[src/rtl/dcache_pkg.sv]
// Shared types and helpers for the direct-mapped write-back data cache.
// Line geometry is fixed at four 32-bit words per 128-bit line.
package dcache_pkg;

   localparam int OFFSET_W       = 2;
   localparam int LINE_W         = 128;
   localparam int WORDS_PER_LINE = 4;

   typedef enum logic [1:0] {
      IDLE,
      WRITEBACK,
      ALLOCATE
   } state_t;

   function automatic logic [31:0] word_sel(input logic [LINE_W-1:0]   line,
                                            input logic [OFFSET_W-1:0] offset);
      return line[int'(offset)*32 +: 32];
   endfunction

   function automatic logic [LINE_W-1:0] word_merge(input logic [LINE_W-1:0]   line,
                                                    input logic [OFFSET_W-1:0] offset,
                                                    input logic [31:0]         data);
      logic [LINE_W-1:0] merged;
      merged = line;
      merged[int'(offset)*32 +: 32] = data;
      return merged;
   endfunction

endpackage

[src/rtl/dcache_tag_ram.sv]
// Line storage for the data cache: valid/dirty/tag/data per line,
// one synchronous write port and one asynchronous read port.
module dcache_tag_ram
   import dcache_pkg::*;
#(
   parameter int NUM_LINES = 16,
   parameter int IDX_W     = 4,
   parameter int TAG_W     = 24
) (
   input  logic              clk_i,
   input  logic              rst_i,
   input  logic              wr_en_i,
   input  logic [IDX_W-1:0]  wr_idx_i,
   input  logic              wr_valid_i,
   input  logic              wr_dirty_i,
   input  logic [TAG_W-1:0]  wr_tag_i,
   input  logic [LINE_W-1:0] wr_data_i,
   input  logic [IDX_W-1:0]  rd_idx_i,
   output logic              rd_valid_o,
   output logic              rd_dirty_o,
   output logic [TAG_W-1:0]  rd_tag_o,
   output logic [LINE_W-1:0] rd_data_o
);

   logic [NUM_LINES-1:0] valid_q;
   logic [NUM_LINES-1:0] dirty_q;
   logic [TAG_W-1:0]     tag_q  [NUM_LINES];
   logic [LINE_W-1:0]    data_q [NUM_LINES];

   // Only the status bits are reset; tag and data are meaningless while invalid.
   always_ff @(posedge clk_i) begin
      if (rst_i) begin
         valid_q <= '0;
         dirty_q <= '0;
      end else if (wr_en_i) begin
         valid_q[wr_idx_i] <= wr_valid_i;
         dirty_q[wr_idx_i] <= wr_dirty_i;
      end
   end

   always_ff @(posedge clk_i) begin
      if (wr_en_i) begin
         tag_q[wr_idx_i]  <= wr_tag_i;
         data_q[wr_idx_i] <= wr_data_i;
      end
   end

   assign rd_valid_o = valid_q[rd_idx_i];
   assign rd_dirty_o = dirty_q[rd_idx_i];
   assign rd_tag_o   = tag_q[rd_idx_i];
   assign rd_data_o  = data_q[rd_idx_i];

endmodule

[src/rtl/dcache_controller.sv]
// Direct-mapped write-back, write-allocate data cache with a word CPU port and a
// 128-bit req/ack memory port. Define DCACHE_STATS_EN to add hit/miss counters.
module dcache_controller #(
   parameter int NUM_LINES = 16,
   parameter int ADDR_W    = 32,
   parameter int LINE_W    = 128
) (
   input  logic                clk_i,
   input  logic                rst_i,
   input  logic                cpu_req_i,
   input  logic                cpu_we_i,
   input  logic [ADDR_W-1:0]   cpu_addr_i,
   input  logic [31:0]         cpu_wdata_i,
   output logic [31:0]         cpu_rdata_o,
   output logic                cpu_stall_o,
   output logic                mem_req_o,
   output logic                mem_we_o,
   output logic [ADDR_W-1:0]   mem_addr_o,
   output logic [LINE_W-1:0]   mem_wdata_o,
   input  logic                mem_ack_i,
   input  logic [LINE_W-1:0]   mem_rdata_i,
`ifdef DCACHE_STATS_EN
   output logic [31:0]         hit_cnt_o,
   output logic [31:0]         miss_cnt_o,
`endif
   output dcache_pkg::state_t  dbg_state_o
);

   import dcache_pkg::*;

   localparam int IDX_W = $clog2(NUM_LINES);
   localparam int TAG_W = ADDR_W - 4 - IDX_W;

   // CPU handshake: cpu_req_i is held with stable address/data until a cycle
   // in which cpu_stall_o is low; the access completes at that cycle's edge.
   // Memory handshake: mem_req_o and its address/data stay stable until the
   // cycle mem_ack_i pulses; the transfer completes at that edge.

   state_t state_q, state_d;

   logic [OFFSET_W-1:0] cpu_off;
   logic [IDX_W-1:0]    cpu_idx;
   logic [TAG_W-1:0]    cpu_tag;
   logic                unused_addr_bits;

   logic [IDX_W-1:0]    miss_idx_q;
   logic [TAG_W-1:0]    miss_tag_q;
   logic [TAG_W-1:0]    victim_tag_q;

   logic [IDX_W-1:0]    rd_idx;
   logic                rd_valid;
   logic                rd_dirty;
   logic [TAG_W-1:0]    rd_tag;
   logic [LINE_W-1:0]   rd_data;

   logic                wr_en;
   logic [IDX_W-1:0]    wr_idx;
   logic                wr_valid;
   logic                wr_dirty;
   logic [TAG_W-1:0]    wr_tag;
   logic [LINE_W-1:0]   wr_data;

   logic                hit;
   logic                idle_hit;
   logic                miss;

   assign cpu_off          = cpu_addr_i[3:2];
   assign cpu_idx          = cpu_addr_i[4 +: IDX_W];
   assign cpu_tag          = cpu_addr_i[ADDR_W-1 -: TAG_W];
   assign unused_addr_bits = ^cpu_addr_i[1:0];

   // While a miss is in flight the captured index stays on the read port so the
   // victim line feeds mem_wdata_o even if the CPU withdraws its request.
   assign rd_idx   = (state_q == IDLE) ? cpu_idx : miss_idx_q;

   assign hit      = cpu_req_i & rd_valid & (rd_tag == cpu_tag);
   assign idle_hit = (state_q == IDLE) & hit;
   assign miss     = ~rst_i & (state_q == IDLE) & cpu_req_i & ~hit;

   dcache_tag_ram #(
      .NUM_LINES (NUM_LINES),
      .IDX_W     (IDX_W),
      .TAG_W     (TAG_W)
   ) u_tag_ram (
      .clk_i      (clk_i),
      .rst_i      (rst_i),
      .wr_en_i    (wr_en),
      .wr_idx_i   (wr_idx),
      .wr_valid_i (wr_valid),
      .wr_dirty_i (wr_dirty),
      .wr_tag_i   (wr_tag),
      .wr_data_i  (wr_data),
      .rd_idx_i   (rd_idx),
      .rd_valid_o (rd_valid),
      .rd_dirty_o (rd_dirty),
      .rd_tag_o   (rd_tag),
      .rd_data_o  (rd_data)
   );

   always_ff @(posedge clk_i) begin
      if (rst_i) begin
         state_q      <= IDLE;
         miss_idx_q   <= '0;
         miss_tag_q   <= '0;
         victim_tag_q <= '0;
      end else begin
         state_q <= state_d;
         if (miss) begin
            miss_idx_q   <= cpu_idx;
            miss_tag_q   <= cpu_tag;
            victim_tag_q <= rd_tag;
         end
      end
   end

   always_comb begin
      state_d     = state_q;
      mem_req_o   = 1'b0;
      mem_we_o    = 1'b0;
      mem_addr_o  = '0;
      mem_wdata_o = '0;
      wr_en       = 1'b0;
      wr_idx      = rd_idx;
      wr_valid    = rd_valid;
      wr_dirty    = rd_dirty;
      wr_tag      = rd_tag;
      wr_data     = rd_data;

      case (state_q)
         IDLE: begin
            if (cpu_req_i) begin
               if (hit) begin
                  if (cpu_we_i) begin
                     wr_en    = 1'b1;
                     wr_dirty = 1'b1;
                     wr_data  = word_merge(rd_data, cpu_off, cpu_wdata_i);
                  end
               end else if (rd_valid & rd_dirty) begin
                  state_d = WRITEBACK;
               end else begin
                  state_d = ALLOCATE;
               end
            end
         end
         WRITEBACK: begin
            mem_req_o   = 1'b1;
            mem_we_o    = 1'b1;
            mem_addr_o  = {victim_tag_q, miss_idx_q, 4'b0000};
            mem_wdata_o = rd_data;
            if (mem_ack_i) begin
               wr_en    = 1'b1;
               wr_dirty = 1'b0;
               state_d  = ALLOCATE;
            end
         end
         ALLOCATE: begin
            mem_req_o  = 1'b1;
            mem_addr_o = {miss_tag_q, miss_idx_q, 4'b0000};
            if (mem_ack_i) begin
               wr_en    = 1'b1;
               wr_valid = 1'b1;
               wr_dirty = 1'b0;
               wr_tag   = miss_tag_q;
               wr_data  = mem_rdata_i;
               state_d  = IDLE;
            end
         end
         default: state_d = IDLE;
      endcase

      // A request in flight is simply abandoned when reset arrives.
      if (rst_i) begin
         mem_req_o   = 1'b0;
         mem_we_o    = 1'b0;
         mem_addr_o  = '0;
         mem_wdata_o = '0;
         wr_en       = 1'b0;
      end
   end

   assign cpu_stall_o = ~rst_i & cpu_req_i & ~idle_hit;
   assign cpu_rdata_o = (~rst_i & (state_q == IDLE) & rd_valid) ? word_sel(rd_data, cpu_off) : 32'h0;
   assign dbg_state_o = state_q;

`ifdef DCACHE_STATS_EN
   logic [31:0] hit_cnt_q;
   logic [31:0] miss_cnt_q;

   always_ff @(posedge clk_i) begin
      if (rst_i) begin
         hit_cnt_q  <= '0;
         miss_cnt_q <= '0;
      end else begin
         if (idle_hit) hit_cnt_q <= hit_cnt_q + 32'd1;
         if (miss)     miss_cnt_q <= miss_cnt_q + 32'd1;
      end
   end

   assign hit_cnt_o  = hit_cnt_q;
   assign miss_cnt_o = miss_cnt_q;
`endif

endmodule

[config.mk]
export PLATFORM = sky130hd
export DESIGN_NAME = dcache_controller
export DESIGN_NICKNAME = d
export VERILOG_FILES = /design/src/rtl/dcache_pkg.sv /design/src/rtl/dcache_tag_ram.sv /design/src/rtl/dcache_controller.sv
export SDC_FILE = /design/constraint.sdc
export NUM_CORES = 2
export LEC_CHECK = 0
export BUFFER_PORTS_ARGS = -buffer_cell sky130_fd_sc_hd__buf_2
export CAP_MARGIN = 20
export CORE_MARGIN = 2
export CORE_UTILIZATION = 45
export DETAILED_ROUTE_END_ITERATION = 7
export SETUP_SLACK_MARGIN = 0.2
export SLEW_MARGIN = 5
export SYNTH_ARGS = -nofsm -noshare
export SYNTH_HDL_FRONTEND = slang
export SYNTH_SLANG_ARGS = --single-unit
[constraint.sdc]
create_clock -name clk_i -period 22 [get_ports clk_i]
set_input_delay 6.6 -clock clk_i [delete_from_list [all_inputs] [get_ports clk_i]]
set_output_delay 6.6 -clock clk_i [all_outputs]
set_load 0.05 [all_outputs]
======== After elaboration in Yosys (flattened, before gate mapping) ========
Memories as Yosys holds them, arrays and structs flattened.
Cells that the tools add are included.
storage, ports and cells
  logic and storage cells ................. 85
  RAM bits ................................ 2432
  register bits ........................... 86
  memories kept ........................... 2
  input port bits ......................... 197
  output and inout bits ................... 197
operators by class
  shifts and indexed selects .............. 3
  reduce and logical (&&, ||, !) cells .... 4
  bitwise operators ....................... 13
  add/sub/neg operators ................... 1
  equality and inequality tests ........... 7
  $lt $le $gt $ge ......................... 2
  mux-type cells .......................... 47
memory list
  memory            depth  bits a word  read ports  clocked after memory_dff  write ports  RTL line              text
  u_tag_ram.data_q  16     128          1           0                         1            dcache_tag_ram.sv:28  logic [LINE_W-1:0] data_q [NUM_LINES];
  u_tag_ram.tag_q   16     24           1           0                         1            dcache_tag_ram.sv:27  logic [TAG_W-1:0] tag_q [NUM_LINES];
operators with widths
  operator                                                           count
  2-to-1 mux 128 bit                                                 6
  case mux 128 bit (2 select lines)                                  1
  bitwise mux 128 bit                                                1
  variable shift 32 x 33 -> 128 bit, first input constant            1
  indexed part select 128 x 8 -> 32 bit                              1
  indexed part select 32 x 33 -> 128 bit                             1
  2-to-1 mux 32 bit                                                  2
  case mux 32 bit (2 select lines)                                   1
  2-to-1 mux 24 bit                                                  2
  negation 7 -> 33 bit                                               1
  bitwise mux 16 bit                                                 2
  == test 24 bit                                                     1
  2-to-1 mux 1 bit                                                   20
  bitwise AND 1 bit                                                  10
  2-to-1 mux 2 bit                                                   5
  binary-select mux 1 bit (select 4 bit)                             2
  inequality test 2 bit, second input constant                       4
  case mux 2 bit (3 select lines)                                    1
  less-than comparator 4 x 5 -> 1 bit, second input constant         1
  demux 1 bit (select 4 bit)                                         1
  greater-or-equal comparator 4 x 1 -> 1 bit, second input constant  1
  2-to-1 mux 4 bit                                                   1
  case mux 1 bit (2 select lines)                                    2
  AND reduction 4 bit                                                1
  6 further kinds                                                    8

======== Longest topological paths before layout ========
  word-level depth ........................ 12
  depth in mapped cells ................... 18
  mapped depth without buffers ............ 12

======== By module ========
From an unflattened synthesis, not the netlist that was laid out.
unflattened totals
  cell total of the unflattened synthesis .. 5364
  area total of the unflattened synthesis .. 101507.4 um^2
modules (own cells, without submodules)
  module             area each (um^2)  times used  cells each  sequential area each (um^2)
  dcache_tag_ram     92819.0           1           4106        73670.7
  dcache_controller  8688.3            1           1258        1081.0

======== Worst setup path after synthesis ========
OpenSTA, ideal clock, no wires.
  kind .................................... input -> register
  start point ............................. input port cpu_addr_i[4]
  end point ............................... memory u_tag_ram.data_q[1][0] (enable)
  stages on the path ...................... 11
  required time ........................... 21149 ps
  path buffers ............................ 2
  arrival time ............................ 19889 ps
  library setup time ...................... 851 ps
  slack ................................... 1260 ps
  path through ............................ mux2i_2 > buf_6 > buf_6 > mux4_2 > o2111ai_2 > xor2_1 > nand4_1 > nor4_4 > nand3_1 > o31a_1 > nor3_1
on the way
  longest elaborated chain between the ends .. 11
  elaborated cells between the ends (all ways) .. 13
  classes of those cells .................. eq/ne (1); mux (9); bitwise (2); memory (1)
ends and longest elaborated chain
  what                                                           RTL line                 text
  start, declared                                                dcache_controller.sv:12  input logic [ADDR_W-1:0] cpu_addr_i,
  2-to-1 mux 4 bit *                                             dcache_controller.sv:74  assign rd_idx = (state_q == IDLE) ? cpu_idx : miss_idx_q;
  branches (longest 10 deep; another with memory (16 x 24 bit))  --
  end, declared                                                  dcache_tag_ram.sv:28
Every way passes the cells marked *. The select of a mux whose other input is x is not followed.

======== Worst setup path in the final report ========
  start point ............................. input port cpu_addr_i[4]
  end point ............................... output port cpu_rdata_o[0]
on the way
  longest elaborated chain between the ends .. 5
  elaborated cells between the ends (all ways) .. 7
  classes of those cells .................. shift (1); mux (4); bitwise (1); memory (1)
ends and longest elaborated chain
  what                                                           RTL line                  text
  2-to-1 mux 4 bit *                                             dcache_controller.sv:74
  branches (longest 3 deep; another with memory (16 x 128 bit))  --
  2-to-1 mux 32 bit *                                            dcache_controller.sv:182  assign cpu_rdata_o = (~rst_i & (state_q == IDLE) & rd_valid) ? word_sel(rd_data, cpu_off) : 32'h0;
  end, declared                                                  dcache_controller.sv:14   output logic [31:0] cpu_rdata_o,
Marks and branches as above.

==> results.toml <==
[cts]
cts_resized = 0
cts_root_buf = "clkbuf_16"
postCtsSetupBuffers = 0
hold_buffers = 0
clock_latency_ns = 0.94
cts-htree-levels = 5
cts_tree = "done"
cts_sinks = 2518
clk_transition_reported_paths_ns = 0.06
numCtsBuffers = 280
cts_max_path_buffers = 4

[yosys]
yosys_warnings = 0
synth-adder-area-share_pct = 0.111
synth_top_family_by_area = "multiplexers"
synth_area_leader_cell = "edfxtp_1"
ys_ff_latch = 2518
synth_xor_area_share_pct = 0.208
async_reset_ff_share_pct = 0
netlist_area_um2 = 101000
ys_seq_area_share_pct = 73.8
synth_top_area_share_pct = 72.1
synth.top_cells.by_count = "edfxtp_1, mux4_2, a22oi_1"
syn_inst = 5255
synth_most_common_cell = "edfxtp_1"
muxShareOfSynthArea_pct = 13.6
synth-edff-count = 2432
synthFlopType = "edfxtp_1"
syn_avg_cell_area_um2 = 19.3
synth_compound_area_share_pct = 6.82
synthTopCellsByArea = "edfxtp_1, mux4_2, a22oi_1"
yosysUniqueCellTypes = 65
synth-simple-area-share_pct = 3.84

[route]
routed_wl_um = 317000
dr_total_vias = 56800
vias_per_cell = 6.37
drc_errors = 0
firstDrtPassIters = 6
antenna_left = 0
wl_per_cell_um = 35.6
drt_iter0_drc = 7264

[sta]
tns_ns = 0
fmax_ghz = 0.0570
setup_viol = 0
timing.slew.headroom_pct = 22.6
rsz0062_at_grt = "false"
period_minus_slack_ns = 17.54
maxSlewViolCount = 0
skew_ns = 0.0633
setup_slack_ns = 4.46
hold_violations = 0
worst_pin_slew_ns = 1.16
period_share_pct = 79.7

[floorplanning]
initial_core_util_pct = 45.2
die_x_um = 478
die-area_um2 = 229000
core_area_um2 = 224000
ios = 394
num_rows = 174
die_h_um = 478

[cells_and_area]
regArea_um2 = 74800
fin_area_um2 = 116000
final.fill_count = 18000
syn_to_final_growth_pct = 14.1
multi_input_area_um2 = 25300
nNetsFinal = 5913
final_util_pct = 51.6
drive_gt1_share_pct = 26.2

[place]
place.detailed.hpwl_um = 175000
placedInstanceArea_um2 = 107000
dp_slack_ns = 4.34
place.gp.congestion = 0.865
portBuffers = 387

[power_and_ir_drop]
ir_worst_vdd_mv = 0.0689
switching_share_pct = 25.1
switchingPower_mw = 2.89
p_int_mw = 8.61
power_mw = 11.5
p_seq_share_pct = 49.0
pwr-share-clk_pct = 37.8
leakage_nw = 38.1
comb_power_share_pct = 13.2
powerDensity_nw_per_um2 = 99.4

[min_path]
holdPathStages = 2
whs_endpoint = "victim_tag_q[11]"
hp-class = "register to register"
holdCritStartpoint = "victim_tag_q[11]"

[global_routing]
grt_usage_pct = 27.3
grt_pass1_vias = 56100
grt_pass1_wl_um = 439000
antenna_found_initial = 24
overflow = 0
grt_max_degree = 132

[critical_path]
cp_data_required_time_ns = 15.40
reg2reg_from = "dbg_state_o[0]"
cp-startpoint = "cpu_addr_i[4]"
start_kind = "primary input"
critPathArrivalTime_ns = 10.94
r2r-end = "u_tag_ram.dirty_q[14]"
r2r_cells = 17
end_kind = "output port"
path_max_fanout = 98
rrSetupSlack_ns = 13.29
worst-setup-path-type = "primary input to output port"

[outcome]
outcome = "completed"

[run]
cap_violations = 0
==> worst max-delay path: stages <==
cell and delay, ns:
buf_2 0.14, mux2i_4 0.42, buf_12 0.58, buf_4 0.91, mux4_2 0.62, a22oi_1 0.20, nand2_1 0.22, mux4_2 0.56
nor2b_1 0.20, buf_2 0.27
==> stage by stage <==
stage / cells / hold slack (ns)
floorplan: 5258 / 0.445
global placement: 8414 / 0.458
detailed placement: 8416 / 0.462
CTS: 8873 / 0.473
global route: 8909 / 0.491
finish: 8918 / 0.471
==> worst max path at each step <==
stage | to | slack [ns] | cells past startpoint
after floorplan | u_tag_ram.data_q[1][0] | 1.26 | 11
after global placement | cpu_rdata_o[0] | 4.34 | 10
after detailed placement | cpu_rdata_o[11] | 4.34 | 10
after CTS | cpu_rdata_o[11] | 4.33 | 10
after global routing | cpu_rdata_o[14] | 4.13 | 10
final | cpu_rdata_o[0] | 4.46 | 10
==> power groups by stage <==
| stage | logic [mW] | clock network (mW) | registers (mW) |
|---|---|---|---|
| 3_3_place_gp | 1.46 | 0 | 5.73 |
| 2_1_floorplan | 0.897 | 0 | 5.73 |
| 6_report | 1.51 | 4.35 | 5.63 |
| 5_1_grt | 1.59 | 4.59 | 5.63 |
| 4_1_cts | 1.50 | 4.40 | 5.63 |
| 3_5_place_dp | 1.50 | 0 | 5.73 |
==> logic make-up after synthesis <==
kind of cell	after synthesis
flip-flops	2518
other	1
buffers and inverters	409
XOR/XNOR	24
multiplexers	643
AO/OA/AOI/OAI	913
AND/OR/NAND/NOR	738
adder cells (fa/ha/maj)	9
==> metal layers <==
layer | vias to the layer above | global-route usage, % | part of all wire [%]
li1 | 22700 | - | -
met1 | 30500 | 36.4 | 38
met2 | 3027 | 42.5 | 47
met3 | 613 | 5.13 | 8.3
met4 | 8 | 15.1 | 6.3
met5 | - | 0 | 0.016
==> flip-flops by register name, indices dropped and copies added (netlist names) <==
register	flops
u_tag_ram.data_q	2048
u_tag_ram.tag_q	384
miss_tag_q	24
victim_tag_q	24
u_tag_ram.dirty_q	16
u_tag_ram.valid_q	16
miss_idx_q	4
dbg_state_o	2
==> final cells by class <==
type                       count  area share (%)
antenna                       44          0.0952
clock buffer                 343            6.40
clock inverter               114           0.758
inverter                      45           0.146
multi-input combinational   2331            21.8
sequential                  2518            64.7
tap                         2992            3.24
timing repair buffer         531            2.86
==> placed cells by master, fill, tap and decap left out, types with 71 or more instances in the layout <==
cell / instances
and3_1: 85
a21o_1: 258
and2_1: 136
nand2b_1: 71
buf_2: 387
clkbuf_16: 287
nand2_1: 226
edfxtp_1: 2432
a22oi_1: 288
mux4_2: 581
buf_4: 121
dfxtp_1: 86
Power figures use the tool's default switching activity.
